[src/rtl/pipe_pkg.sv]
// Shared definitions for the buffered pipeline stage: FSM encoding,
// default widths and the bubble control word.
package pipe_pkg;

  typedef enum logic [1:0] {
    ST_EMPTY = 2'd0,
    ST_ONE   = 2'd1,
    ST_FULL  = 2'd2
  } pipe_state_e;

  localparam int          PIPE_DATA_W   = 16;
  localparam int          PIPE_N_FIELDS = 4;
  localparam int          PIPE_CTRL_W   = 16;
  localparam logic [15:0] PIPE_NOP_CTRL = 16'h0000;

  function automatic logic [15:0] sat_inc16(input logic [15:0] v);
    logic [15:0] r;
    if (v == 16'hFFFF) begin
      r = v;
    end else begin
      r = v + 16'd1;
    end
    return r;
  endfunction

endpackage

[src/rtl/pipe_slot.sv]
// One storage slot of the stage: valid bit plus control/data payload.
// Clear wins over load and returns the slot to a bubble.
module pipe_slot
  import pipe_pkg::*;
#(
  parameter int                CTRL_W   = PIPE_CTRL_W,
  parameter int                PAY_W    = PIPE_DATA_W * PIPE_N_FIELDS,
  parameter logic [CTRL_W-1:0] NOP_CTRL = CTRL_W'(PIPE_NOP_CTRL)
) (
  input  logic              clk,
  input  logic              rst,
  input  logic              load,
  input  logic              clr,
  input  logic [CTRL_W-1:0] ld_ctrl,
  input  logic [PAY_W-1:0]  ld_data,
  output logic              valid,
  output logic [CTRL_W-1:0] ctrl,
  output logic [PAY_W-1:0]  data
);

  logic              valid_q, valid_d;
  logic [CTRL_W-1:0] ctrl_q, ctrl_d;
  logic [PAY_W-1:0]  data_q, data_d;

  always_comb begin
    valid_d = valid_q;
    ctrl_d  = ctrl_q;
    data_d  = data_q;
    if (clr) begin
      valid_d = 1'b0;
      ctrl_d  = NOP_CTRL;
      data_d  = '0;
    end else if (load) begin
      valid_d = 1'b1;
      ctrl_d  = ld_ctrl;
      data_d  = ld_data;
    end else begin
      valid_d = valid_q;
    end
  end

  always_ff @(posedge clk or negedge rst) begin
    if (!rst) begin
      valid_q <= 1'b0;
      ctrl_q  <= NOP_CTRL;
      data_q  <= '0;
    end else begin
      valid_q <= valid_d;
      ctrl_q  <= ctrl_d;
      data_q  <= data_d;
    end
  end

  assign valid = valid_q;
  assign ctrl  = ctrl_q;
  assign data  = data_q;

endmodule

[src/rtl/pipe_stage_buff.sv]
// Two-entry skid-buffered pipeline register with halt, flush and a
// saturating stall counter. M presents downstream, S absorbs one stalled entry.
module pipe_stage_buff
  import pipe_pkg::*;
#(
  parameter int                DATA_W   = PIPE_DATA_W,
  parameter int                N_FIELDS = PIPE_N_FIELDS,
  parameter int                CTRL_W   = PIPE_CTRL_W,
  parameter logic [CTRL_W-1:0] NOP_CTRL = CTRL_W'(PIPE_NOP_CTRL)
) (
  input  logic                       clk,
  input  logic                       rst,
  input  logic                       flush,
  input  logic                       halt,
  input  logic                       in_valid,
  output logic                       in_ready,
  input  logic [CTRL_W-1:0]          in_ctrl,
  input  logic [N_FIELDS*DATA_W-1:0] in_data,
  output logic                       out_valid,
  input  logic                       out_ready,
  output logic [CTRL_W-1:0]          out_ctrl,
  output logic [N_FIELDS*DATA_W-1:0] out_data,
  output logic [1:0]                 occupancy,
  output logic [15:0]                stall_cnt
);

  localparam int PAY_W = N_FIELDS * DATA_W;

  pipe_state_e       state_q, state_d;
  logic [15:0]       stall_q, stall_d;
  logic              m_valid, s_valid;
  logic [CTRL_W-1:0] m_ctrl, s_ctrl, m_ld_ctrl;
  logic [PAY_W-1:0]  m_data, s_data, m_ld_data;
  logic              m_load, m_clr, m_from_s, s_load, s_clr;
  logic              push, pop;

  // Ready depends only on held state and stage controls, never on out_ready.
  assign in_ready  = rst && !s_valid && !halt && !flush;
  assign out_valid = m_valid && !halt;
  assign push      = in_valid && in_ready;
  assign pop       = out_valid && out_ready;
  assign out_ctrl  = m_valid ? m_ctrl : NOP_CTRL;
  assign out_data  = m_data;
  assign occupancy = state_q;
  assign stall_cnt = stall_q;

  always_comb begin
    state_d  = state_q;
    m_load   = 1'b0;
    m_clr    = 1'b0;
    m_from_s = 1'b0;
    s_load   = 1'b0;
    s_clr    = 1'b0;
    if (flush) begin
      state_d = ST_EMPTY;
      m_clr   = 1'b1;
      s_clr   = 1'b1;
    end else begin
      case (state_q)
        ST_EMPTY: begin
          if (push) begin
            state_d = ST_ONE;
            m_load  = 1'b1;
          end else begin
            state_d = ST_EMPTY;
          end
        end
        ST_ONE: begin
          if (push && pop) begin
            m_load = 1'b1;
          end else if (push) begin
            state_d = ST_FULL;
            s_load  = 1'b1;
          end else if (pop) begin
            state_d = ST_EMPTY;
            m_clr   = 1'b1;
          end else begin
            state_d = ST_ONE;
          end
        end
        ST_FULL: begin
          if (pop) begin
            state_d  = ST_ONE;
            m_load   = 1'b1;
            m_from_s = 1'b1;
            s_clr    = 1'b1;
          end else begin
            state_d = ST_FULL;
          end
        end
        default: begin
          state_d = ST_EMPTY;
          m_clr   = 1'b1;
          s_clr   = 1'b1;
        end
      endcase
    end
  end

  always_comb begin
    m_ld_ctrl = in_ctrl;
    m_ld_data = in_data;
    if (m_from_s) begin
      m_ld_ctrl = s_ctrl;
      m_ld_data = s_data;
    end else begin
      m_ld_ctrl = in_ctrl;
      m_ld_data = in_data;
    end
  end

  // Halt counts as a stall even when M is empty; flush leaves the count alone.
  always_comb begin
    stall_d = stall_q;
    if ((m_valid && !out_ready) || halt) begin
      stall_d = sat_inc16(stall_q);
    end else begin
      stall_d = stall_q;
    end
  end

  always_ff @(posedge clk or negedge rst) begin
    if (!rst) begin
      state_q <= ST_EMPTY;
      stall_q <= 16'd0;
    end else begin
      state_q <= state_d;
      stall_q <= stall_d;
    end
  end

  pipe_slot #(.CTRL_W(CTRL_W), .PAY_W(PAY_W), .NOP_CTRL(NOP_CTRL)) u_slot_m (
    .clk     (clk),
    .rst     (rst),
    .load    (m_load),
    .clr     (m_clr),
    .ld_ctrl (m_ld_ctrl),
    .ld_data (m_ld_data),
    .valid   (m_valid),
    .ctrl    (m_ctrl),
    .data    (m_data)
  );

  pipe_slot #(.CTRL_W(CTRL_W), .PAY_W(PAY_W), .NOP_CTRL(NOP_CTRL)) u_slot_s (
    .clk     (clk),
    .rst     (rst),
    .load    (s_load),
    .clr     (s_clr),
    .ld_ctrl (in_ctrl),
    .ld_data (in_data),
    .valid   (s_valid),
    .ctrl    (s_ctrl),
    .data    (s_data)
  );

endmodule

[config.mk]
export PLATFORM = sky130hd
export DESIGN_NAME = pipe_stage_buff
export DESIGN_NICKNAME = d
export VERILOG_FILES = /design/src/rtl/pipe_pkg.sv /design/src/rtl/pipe_slot.sv /design/src/rtl/pipe_stage_buff.sv
export SDC_FILE = /design/constraint.sdc
export NUM_CORES = 1
export LEC_CHECK = 0
export ABC_CLOCK_PERIOD_IN_PS = 1800
export CAP_MARGIN = 20
export CORE_UTILIZATION = 45
export DETAILED_ROUTE_END_ITERATION = 12
export PLACE_DENSITY_LB_ADDON = 0.3
export SETUP_SLACK_MARGIN = 0.02
export SLEW_MARGIN = 25
export SYNTH_ARGS = -nofsm -noshare
export SYNTH_HDL_FRONTEND = slang
export SYNTH_SLANG_ARGS = --single-unit
export TNS_END_PERCENT = 100
[constraint.sdc]
create_clock -name clk -period 1.8 [get_ports clk]
set_input_delay 0.36 -clock clk [delete_from_list [all_inputs] [get_ports clk]]
set_output_delay 0.36 -clock clk [all_outputs]
set_load 0.01 [all_outputs]
[Word-level counts from Yosys, hierarchy flattened]
Cells that the tools add are included.
Word-level totals
  flip-flop bits (word level): 180
Cells by class
  add/subtract/negate cells: 1
  equal/unequal tests: 4
  mux-type cells: 38
  bitwise operators: 1
  reductions and logical operators: 19
Operators with widths (count)
  2-to-1 mux 64 bit: 5
  2-to-1 mux 16 bit: 6
  2-to-1 mux 1 bit: 19
  adder 16 x 1 -> 16 bit (second input constant): 1
  == test 16 bit (second input constant): 1
  logical AND 1 bit: 8
  2-to-1 mux 2 bit: 4
  one-hot mux 2 bit (3 select lines): 1
  logical NOT 1 bit: 4
  one-hot mux 1 bit (2 select lines): 2
  nonzero test 2 bit: 2
  OR reduction 2 bit: 2
  inequality test 3 bit (second input constant): 1
  one-hot mux 1 bit (3 select lines): 1
  == test 2 x 1 -> 1 bit (second input constant): 1
  == test 2 bit (second input constant): 1
  logical NOT 2 bit: 1
  AND reduction 2 bit: 1
  logical OR 1 bit: 1
  NOT 1 bit: 1

[Depth between registers and ports, before layout]
Gate-level depths: netlist of run 1.
  depth in word-level cells: 11
  depth in mapped cells: 7
  mapped depth without buffers: 5

[Modules after synthesis]
A second synthesis of run 1 with hierarchy kept.
Unflattened totals
  cell total of the unflattened synthesis: 725
  area, all modules: 8710.9 um^2
Modules (own cells, without submodules)
  pipe_slot: times used 2, cells each 261, area an instance 3303.2 um^2
  pipe_stage_buff: times used 1, cells each 203, area an instance 2104.5 um^2

[Worst setup path after synthesis of run 1]
No wires, ideal clock.
  kind: input -> register
  start: in flush
  end: reg u_slot_s.ctrl_q[14] (netlist: u_slot_s.ctrl[14])
  arrival: 1.945 ns
  required time: 1.679 ns
  path slack: -0.266 ns
  cell stages on the path: 7
  path buffers: 2
  path through: buf_6 > or4b_4 > inv_1 > a31o_2 > a21oi_2 > buf_6 > a22o_2
On the way
  cells in the longest elaborated chain, start to end: 8
  elaborated cells between the ends (all ways): 11
  those cells by class: mux: 6; reduce/logical: 5
RTL lines
  start: declaration: line pipe_stage_buff.sv:13  | input logic flush,
  logical NOT 1 bit *: line pipe_stage_buff.sv:38  | assign in_ready = rst && !s_valid && !halt && !flush;
  logical AND 1 bit *: line pipe_stage_buff.sv:38
  net in_ready: line pipe_stage_buff.sv:16  | output logic in_ready,
  logical AND 1 bit *: line pipe_stage_buff.sv:40  | assign push = in_valid && in_ready;
  2-to-1 mux 1 bit or logical AND 1 bit (tied branches): line pipe_stage_buff.sv:71, pipe_stage_buff.sv:69
  2-to-1 mux 1 bit *: line pipe_stage_buff.sv:69  | if (push && pop) begin
  2-to-1 mux 1 bit *: line pipe_stage_buff.sv:59  | case (state_q)
  2-to-1 mux 1 bit *: line pipe_stage_buff.sv:54  | if (flush) begin
  nonzero test 2 bit (no source line) *
  end signal: assignment: line pipe_slot.sv:49  | ctrl_q <= ctrl_d;
  end: declaration: line pipe_slot.sv:22  | logic [CTRL_W-1:0] ctrl_q, ctrl_d;
Mark *: on every way through the listed nets, which the timed path passes. The rest lies on a longest branch.
A chain may end at the register's enable or synchronous reset.

[Final worst setup path of run 1]
  start: in halt
  end: reg u_slot_s.data_q[50] (netlist: u_slot_s.data[50])
On the way
  cells in the longest elaborated chain, start to end: 9
  elaborated cells between the ends (all ways): 16
  those cells by class: mux: 8; reduce/logical: 8
RTL lines
  start: declaration: line pipe_stage_buff.sv:14  | input logic halt,
  logical NOT 1 bit *: line pipe_stage_buff.sv:38, pipe_stage_buff.sv:39
  logical AND 1 bit (2 in a row): line pipe_stage_buff.sv:38
  logical AND 1 bit: line pipe_stage_buff.sv:40
  2-to-1 mux 1 bit or logical AND 1 bit (tied branches): line pipe_stage_buff.sv:71, pipe_stage_buff.sv:69
  2-to-1 mux 1 bit: line pipe_stage_buff.sv:69
  2-to-1 mux 1 bit: line pipe_stage_buff.sv:59
  2-to-1 mux 1 bit: line pipe_stage_buff.sv:54
  nonzero test 2 bit (no source line)
  end signal: assignment: line pipe_slot.sv:50  | data_q <= data_d;
  end: declaration: line pipe_slot.sv:23  | logic [PAY_W-1:0] data_q, data_d;
Every way passes the cells marked *; elsewhere a longest branch is shown, timed or not.

==> results of run 1 <==
-- synthesized netlist by cell type (2+ instances only) --
master,n
dfrtp_1,180
mux2i_1,80
o2bb2ai_1,80
a22o_2,73
and2_1,17
buf_6,17
clkbuf_1,17
buf_2,11
xor2_1,8
a22o_1,7
nand2_1,7
nor3_1,6
nor4_1,6
inv_1,5
mux2_2,5
nand3_1,5
o21ai_0,5
nand4_1,4
a21oi_1,3
nand2b_1,3
nor2_1,3
nor2b_1,3
xnor2_1,3
a211o_1,2
and3_1,2
nor3b_1,2
or3_1,2
-- final timing paths --
kind                                        start                end  slack (ns)  cells past startpoint
worst max-delay path                         halt  u_slot_s.data[50]       -0.28                      9
worst min-delay path                          rst      stall_cnt[14]        0.38                      3
worst max register to register     u_slot_s.valid  u_slot_m.data[12]       -0.24                      6
worst min register to register  u_slot_m.data[41]  u_slot_m.data[41]        0.49                      1
max in group asynchronous                     rst       occupancy[1]        0.40                      4
min in group clk                            flush     u_slot_m.valid        0.39                      3
-- power groups by stage --
stage / Clock (mW) / Sequential, mW / Combinational (mW)
final: 3.57 / 4.37 / 1.54
after global routing: 3.79 / 4.38 / 1.64
after CTS: 3.60 / 4.36 / 1.44
after detailed placement: 0 / 4.43 / 1.36
after global placement: 0 / 4.42 / 1.31
after floorplan: 0 / 4.48 / 0.481
-- registers in the layout, indices dropped and copies added, names as in the netlist --
| signal | cells |
|---|---|
| u_slot_s.valid | 1 |
| occupancy | 2 |
| stall_cnt | 16 |
| u_slot_m.ctrl | 16 |
| u_slot_s.ctrl | 16 |
| u_slot_s.data | 64 |
| u_slot_m.valid | 1 |
| u_slot_m.data | 64 |
-- worst min-delay path, delay by kind of cell --
| kind | cells | cell delay, ns |
|---|---|---|
| buffers and inverters | 3 | 0.78 |
-- routing by layer --
metal | vias up | wire [um]
met3 | 41 | 863
met1 | 3187 | 10000
met2 | 203 | 12000
met5 | - | 0
li1 | 2711 | -
met4 | 0 | 663
-- cell type report --
type / instances / area (um^2) / area share
Inverter: 6 / 25.0 / 0.00201
Timing Repair Buffer: 273 / 3160 / 0.253
Sequential cell: 180 / 4510 / 0.363
Tap cell: 220 / 275 / 0.0221
Clock inverter: 8 / 75.1 / 0.00603
Clock buffer: 24 / 492 / 0.0395
Multi-Input combinational cell: 342 / 3910 / 0.314
-- metrics by stage --
stage / setup TNS, ns / hold slack, ns / instance area (um^2)
2_1_floorplan: -21.00 / 0.0644 / 8410
3_3_place_gp: -92.23 / 0.257 / 10700
3_5_place_dp: -96.16 / 0.257 / 10700
4_1_cts: -31.27 / 0.340 / 11800
5_1_grt: -42.88 / 0.366 / 12400
6_report: -36.48 / 0.384 / 12400
-- timing repair --
item                                   4_1_cts  5_1_grt
pin swaps                                    4       23
setup endpoints to repair                  192      210
setup buffers                                9       14
gates resized for setup                     88       89
hold buffers                                 1        0
gates cloned                                 9       13
endpoints found under the hold margin        4        0
-- cell families after synthesis --
group                      Yosys count
AOI/OAI and AO/OA                  180
adders and majority gates            1
DFF                                180
buffers and inverters               52
muxes                               85
xor gates and xnor gates            11
and+or+nand+nor                     65
==> impl_metrics.py, run 1 <==
metrics = {
    "status": {
        "status": "finished, violations left",
        "violations": "setup timing",
    },
    "timing": {
        "setup_ws_ns": -0.280,
        "fin_crit_sh": 1.16,
        "setup_violations": 170,
        "rsz0062_at_grt": "true",
        "fmax_ghz": 0.481,
        "worstMarginPinSlew_ns": 0.813,
        "period_minus_slack_ns": 2.08,
        "slew_headroom": 0.458,
        "clock_skew_ns": 0.00971,
        "final_hold_viol_count": 0,
        "drv_slew": 0,
    },
    "pwr": {
        "leakage_nw": 5.58,
        "p_seq_frac": 0.461,
        "irDropWorstVdd_uv": 669,
        "p_sw_mw": 2.43,
        "power_frac_comb": 0.163,
        "p_clk_frac": 0.377,
        "p_int_mw": 7.06,
        "power.density_mw_per_mm2": 762,
        "p_total_mw": 9.48,
        "power_switching_share": 0.256,
    },
    "grt": {
        "first_global_vias": 6326,
        "grtUsageTotal": 0.253,
        "use_met1": 0.326,
        "antenna_found_initial": 0,
        "grt_max_degree": 79,
        "grt_pass1_wl_um": 34800,
        "grtUsageMet2": 0.427,
        "grt_use_met3": 0.0457,
        "busiest_layer": "met2",
        "gr-total-overflow": 0,
    },
    "finish": {
        "layout.nets": 907,
        "layout-area-overhead-vs-synth_pct": 58.8,
        "layout_commonest_cell": "dfrtp_1",
        "fin_cells": 1053,
        "layout-drive-gt1-share": 0.373,
        "fill_cells": 1061,
        "insertedDiodeCount": 0,
        "final_util": 0.740,
        "final_cell_mix": "dfrtp_1, clkdlybuf4s50_1, mux2i_1, o2bb2ai_2, a22o_4",
    },
    "clock_tree": {
        "cts_root_buffer": "clkbuf_16",
        "clk_pin_slew_ns": 0.06,
        "cts.sinks": 180,
        "cts_buffers": 17,
        "cts_tree": "built",
        "htreeDepth": 4,
        "cts_buffer_depth": 2,
        "clkLatencyLatePin_ns": 0.42,
    },
    "worst_setup_path": {
        "setup.worst_path.end_class": "flip-flop",
        "criticalPathCategory": "primary input to flip-flop",
        "cp-start-kind": "primary input",
        "cp_slowest_cell": "clkdlybuf4s50_1",
        "slowest_delay_ns": 0.42,
        "required_ns": 2.16,
        "critPathArrivalTime_ns": 2.44,
        "cp_cell_sequence": "clkdlybuf4s50_1 -> buf_4 -> nand3b_1 -> buf_4 -> a31o_4 -> a21oi_4 -> buf_12 -> clkbuf_16 -> a22o_2",
        "cp.buffers_inverters": 5,
        "critical-path-top-delay-family": "buffers and inverters",
        "path_max_fanout": 8,
        "crit_top_cell": "buf_4",
    },
    "yosys": {
        "ys_top_cells_by_area": "dfrtp_1, mux2i_1, a22o_2, o2bb2ai_1, buf_6",
        "syn_nets": 661,
        "synth-xor-area-share": 0.0123,
        "yosys.area.top_type": "dfrtp_1",
        "yosysWarnings": 0,
        "synthCells": 574,
        "syn_area_mm2": 0.00784,
        "seq_area_frac_synth": 0.575,
        "synth_compound_area_frac": 0.208,
        "synth_top_family_by_area": "compound AO/OA/AOI/OAI gates",
        "syn_area_per_cell_um2": 13.7,
        "ys_seq_elements": 180,
        "muxShareOfSynthArea": 0.109,
        "synth_cell_type_count": 45,
        "synth-main-ff-cell": "dfrtp_1",
        "async_reset_ff_frac": 1.00,
        "synthSimpleGateAreaFrac": 0.0509,
        "synth-edff-count": 0,
        "synth-adder-area-share": 0.00160,
        "yosysTopAreaCellShare": 0.575,
    },
    "floorplan": {
        "start_util": 0.466,
        "core_area_mm2": 0.0168,
        "core.rowCount": 47,
        "io_pins": 186,
        "fp.dieW_um": 134,
        "dieHeight_um": 134,
        "die_area_mm2": 0.0180,
    },
    "placed_design": {
        "dp_slack_ns": -0.641,
        "hpwl_um": 13600,
        "place.gp.congestion": 0.842,
        "dp.cells": 979,
        "port_buffers": 185,
    },
    "routing": {
        "drtIter0Drc": 337,
        "routed_wirelength_um": 23500,
        "vias": 6142,
        "wl_per_cell_um": 22.4,
        "antenna_left": 0,
        "drc": 0,
        "avgViaCountPerCell": 5.83,
        "first_pass_iters": 6,
    },
    "worst_hold_path": {
        "min_path_type": "primary input to asynchronous set/reset pin",
    },
    "run": {
        "maxCapViolations": 0,
    },
}
Note: power is estimated with default switching activity, not from simulation.
==> inputs of run 2 (changes only) <==
--- a/config.mk
+++ b/config.mk
@@ -5,9 +5,9 @@
 export SDC_FILE = /design/constraint.sdc
 export NUM_CORES = 1
 export LEC_CHECK = 0
-export ABC_CLOCK_PERIOD_IN_PS = 1800
+export ABC_CLOCK_PERIOD_IN_PS = 2130
 export CAP_MARGIN = 20
-export CORE_UTILIZATION = 45
+export CORE_UTILIZATION = 50
 export DETAILED_ROUTE_END_ITERATION = 12
 export PLACE_DENSITY_LB_ADDON = 0.3
 export SETUP_SLACK_MARGIN = 0.02
==> constraint.sdc (replaced) <==
create_clock -name clk -period 2.13 [get_ports clk]
set_input_delay 0.426 -clock clk [delete_from_list [all_inputs] [get_ports clk]]
set_output_delay 0.426 -clock clk [all_outputs]
set_load 0.01 [all_outputs]
==> run 2 against run 1 <==
First-iteration DRC count rose by 20%. Utilization fell by 1.5 points. Routed wire length fell by 13%. Sequential power fell by 16%. Flip-flop and latch count did not move. Critical endpoint is now out_ctrl[12]. Die area fell by 9.9%. The run ends with hold timing left. Design area fell by 11%. Total power fell by 15%.
==> impl_metrics.py, run 2 (same netlist as run 1, synthesis figures left out) <==
metrics = {
    "worst_hold_path": {
        "min_path_type": "primary input to asynchronous set/reset pin",
    },
    "grt": {
        "antenna_found_initial": 0,
        "grt_pass1_wl_um": 31400,
        "gr-total-overflow": 0,
        "grtUsageTotal": 0.250,
        "first_global_vias": 5944,
        "grt_max_degree": 181,
    },
    "floorplan": {
        "dieHeight_um": 127,
        "fp.dieW_um": 127,
        "die_area_mm2": 0.0162,
        "core_area_mm2": 0.0153,
        "start_util": 0.514,
        "io_pins": 186,
        "core.rowCount": 45,
    },
    "placed_design": {
        "hpwl_um": 12600,
        "dp_slack_ns": -0.394,
        "dp.cells": 962,
        "place_area_mm2": 0.0101,
        "place.gp.congestion": 0.934,
        "port_buffers": 185,
    },
    "timing": {
        "fin_crit_sh": 0.966,
        "setup_ws_ns": 0.0727,
        "setup_violations": 0,
        "clock_skew_ns": 0.00744,
        "fmax_ghz": 0.486,
        "final_hold_viol_count": 4,
        "period_minus_slack_ns": 2.06,
        "drv_slew": 0,
        "slew_headroom": 0.656,
        "setup_tns_ns": 0,
        "worstMarginPinSlew_ns": 0.517,
        "holdWs_ns": -0.00690,
        "rsz0062_at_grt": "true",
    },
    "clock_tree": {
        "cts_tree": "built",
        "cts_buffers": 17,
        "clk_pin_slew_ns": 0.07,
        "cts.sinks": 180,
        "htreeDepth": 4,
        "cts_root_buffer": "clkbuf_16",
        "cts_buffer_depth": 2,
        "clkLatencyLatePin_ns": 0.42,
        "hold_buffers": 0,
    },
    "routing": {
        "drc": 0,
        "drtIter0Drc": 403,
        "vias": 5817,
        "first_pass_iters": 4,
        "antenna_left": 0,
        "wl_per_cell_um": 20.4,
        "routed_wirelength_um": 20500,
        "avgViaCountPerCell": 5.78,
    },
    "finish": {
        "layout-area-overhead-vs-synth_pct": 41.1,
        "layout-drive-gt1-share": 0.221,
        "layout_commonest_cell": "dfrtp_1",
        "layout.nets": 870,
        "final_cell_mix": "dfrtp_1, clkdlybuf4s50_1, mux2i_1",
        "final_util": 0.725,
        "fill_cells": 1029,
        "finalInstanceArea_mm2": 0.0111,
        "multi_input_area_mm2": 0.00308,
        "fin_cells": 1007,
        "seqCellArea_mm2": 0.00450,
        "insertedDiodeCount": 0,
    },
    "worst_setup_path": {
        "rrSetupSlack_ns": 0.08,
        "ff2ff_path_depth": 7,
        "worstReg2RegEnd": "u_slot_m.data[23]",
        "worstSetupStartpoint": "u_slot_m.valid",
        "path_max_fanout": 13,
        "setup.worst_path.end_class": "output port",
        "cp-start-kind": "flip-flop",
        "required_ns": 1.70,
        "criticalPathCategory": "flip-flop to output port",
        "critPathArrivalTime_ns": 1.63,
        "r2r-start": "u_slot_m.valid",
    },
    "pwr": {
        "p_total_mw": 8.04,
        "power.density_mw_per_mm2": 727,
        "leakage_nw": 4.80,
        "irDropWorstVdd_uv": 543,
    },
    "run": {
        "maxCapViolations": 0,
    },
    "status": {
        "status": "finished, violations left",
        "violations": "hold timing",
    },
}
run 2: cell count changes in the layout (fill, tap and decap cells not counted), moves of 6 or more:
cell	previous run	this run
o2bb2ai_1	4	77
o2bb2ai_2	76	3
a22o_2	31	71
a22o_4	42	2
clkdlybuf4s50_1	150	176
buf_6	18	7
buf_4	33	23
dlymetal6s2s_1	16	7
clkbuf_2	8	0
dfrtp_1	172	180
dfrtp_2	8	0
clkdlybuf4s15_1	6	0
run 2: power by group:
group	switching (mW)	internal, mW
combinational	0.508	0.587
sequential	0.144	3.55
clock	1.36	1.89
run 2: timing repair:
item | in CTS | in global routing
gates cloned | 0 | 8
setup endpoints to repair | 1 | 120
resized for setup | 5 | 21
buffers inserted | 1 | 4
pin swaps | 1 | 3
run 2: layout make-up:
class | count | area share
clock buffer | 18 | 0.0397
tap | 211 | 0.0239
clock inverter | 14 | 0.0158
multi-input combinational | 342 | 0.278
sequential | 180 | 0.407
inverter | 6 | 0.00226
timing repair buffer | 236 | 0.233
run 2: worst max-delay path by stage:
| stage | end | slack, ns | depth (start not counted) |
|---|---|---|---|
| after floorplan | u_slot_s.ctrl[0] | 0.06 | 5 |
| after global placement | u_slot_s.ctrl[11] | -0.38 | 7 |
| after detailed placement | u_slot_s.data[61] | -0.39 | 7 |
| after CTS | u_slot_s.data[59] | 0.02 | 7 |
| after global routing | u_slot_m.ctrl[15] | -0.02 | 7 |
| final | out_ctrl[12] | 0.07 | 3 |
run 2: routing by layer:
metal / up-vias / part of all wire / GRT usage
met5: - / 0 / 0
met4: 0 / 0.018 / 0.0896
met3: 37 / 0.063 / 0.0645
met2: 211 / 0.48 / 0.397
met1: 2958 / 0.44 / 0.333
li1: 2611 / - / -
run 2: critical path: stages (launching register included):
cell	delay (ns)
dfrtp_1	0.38
buf_6	0.16
and2_1	0.14
clkdlybuf4s50_1	0.53
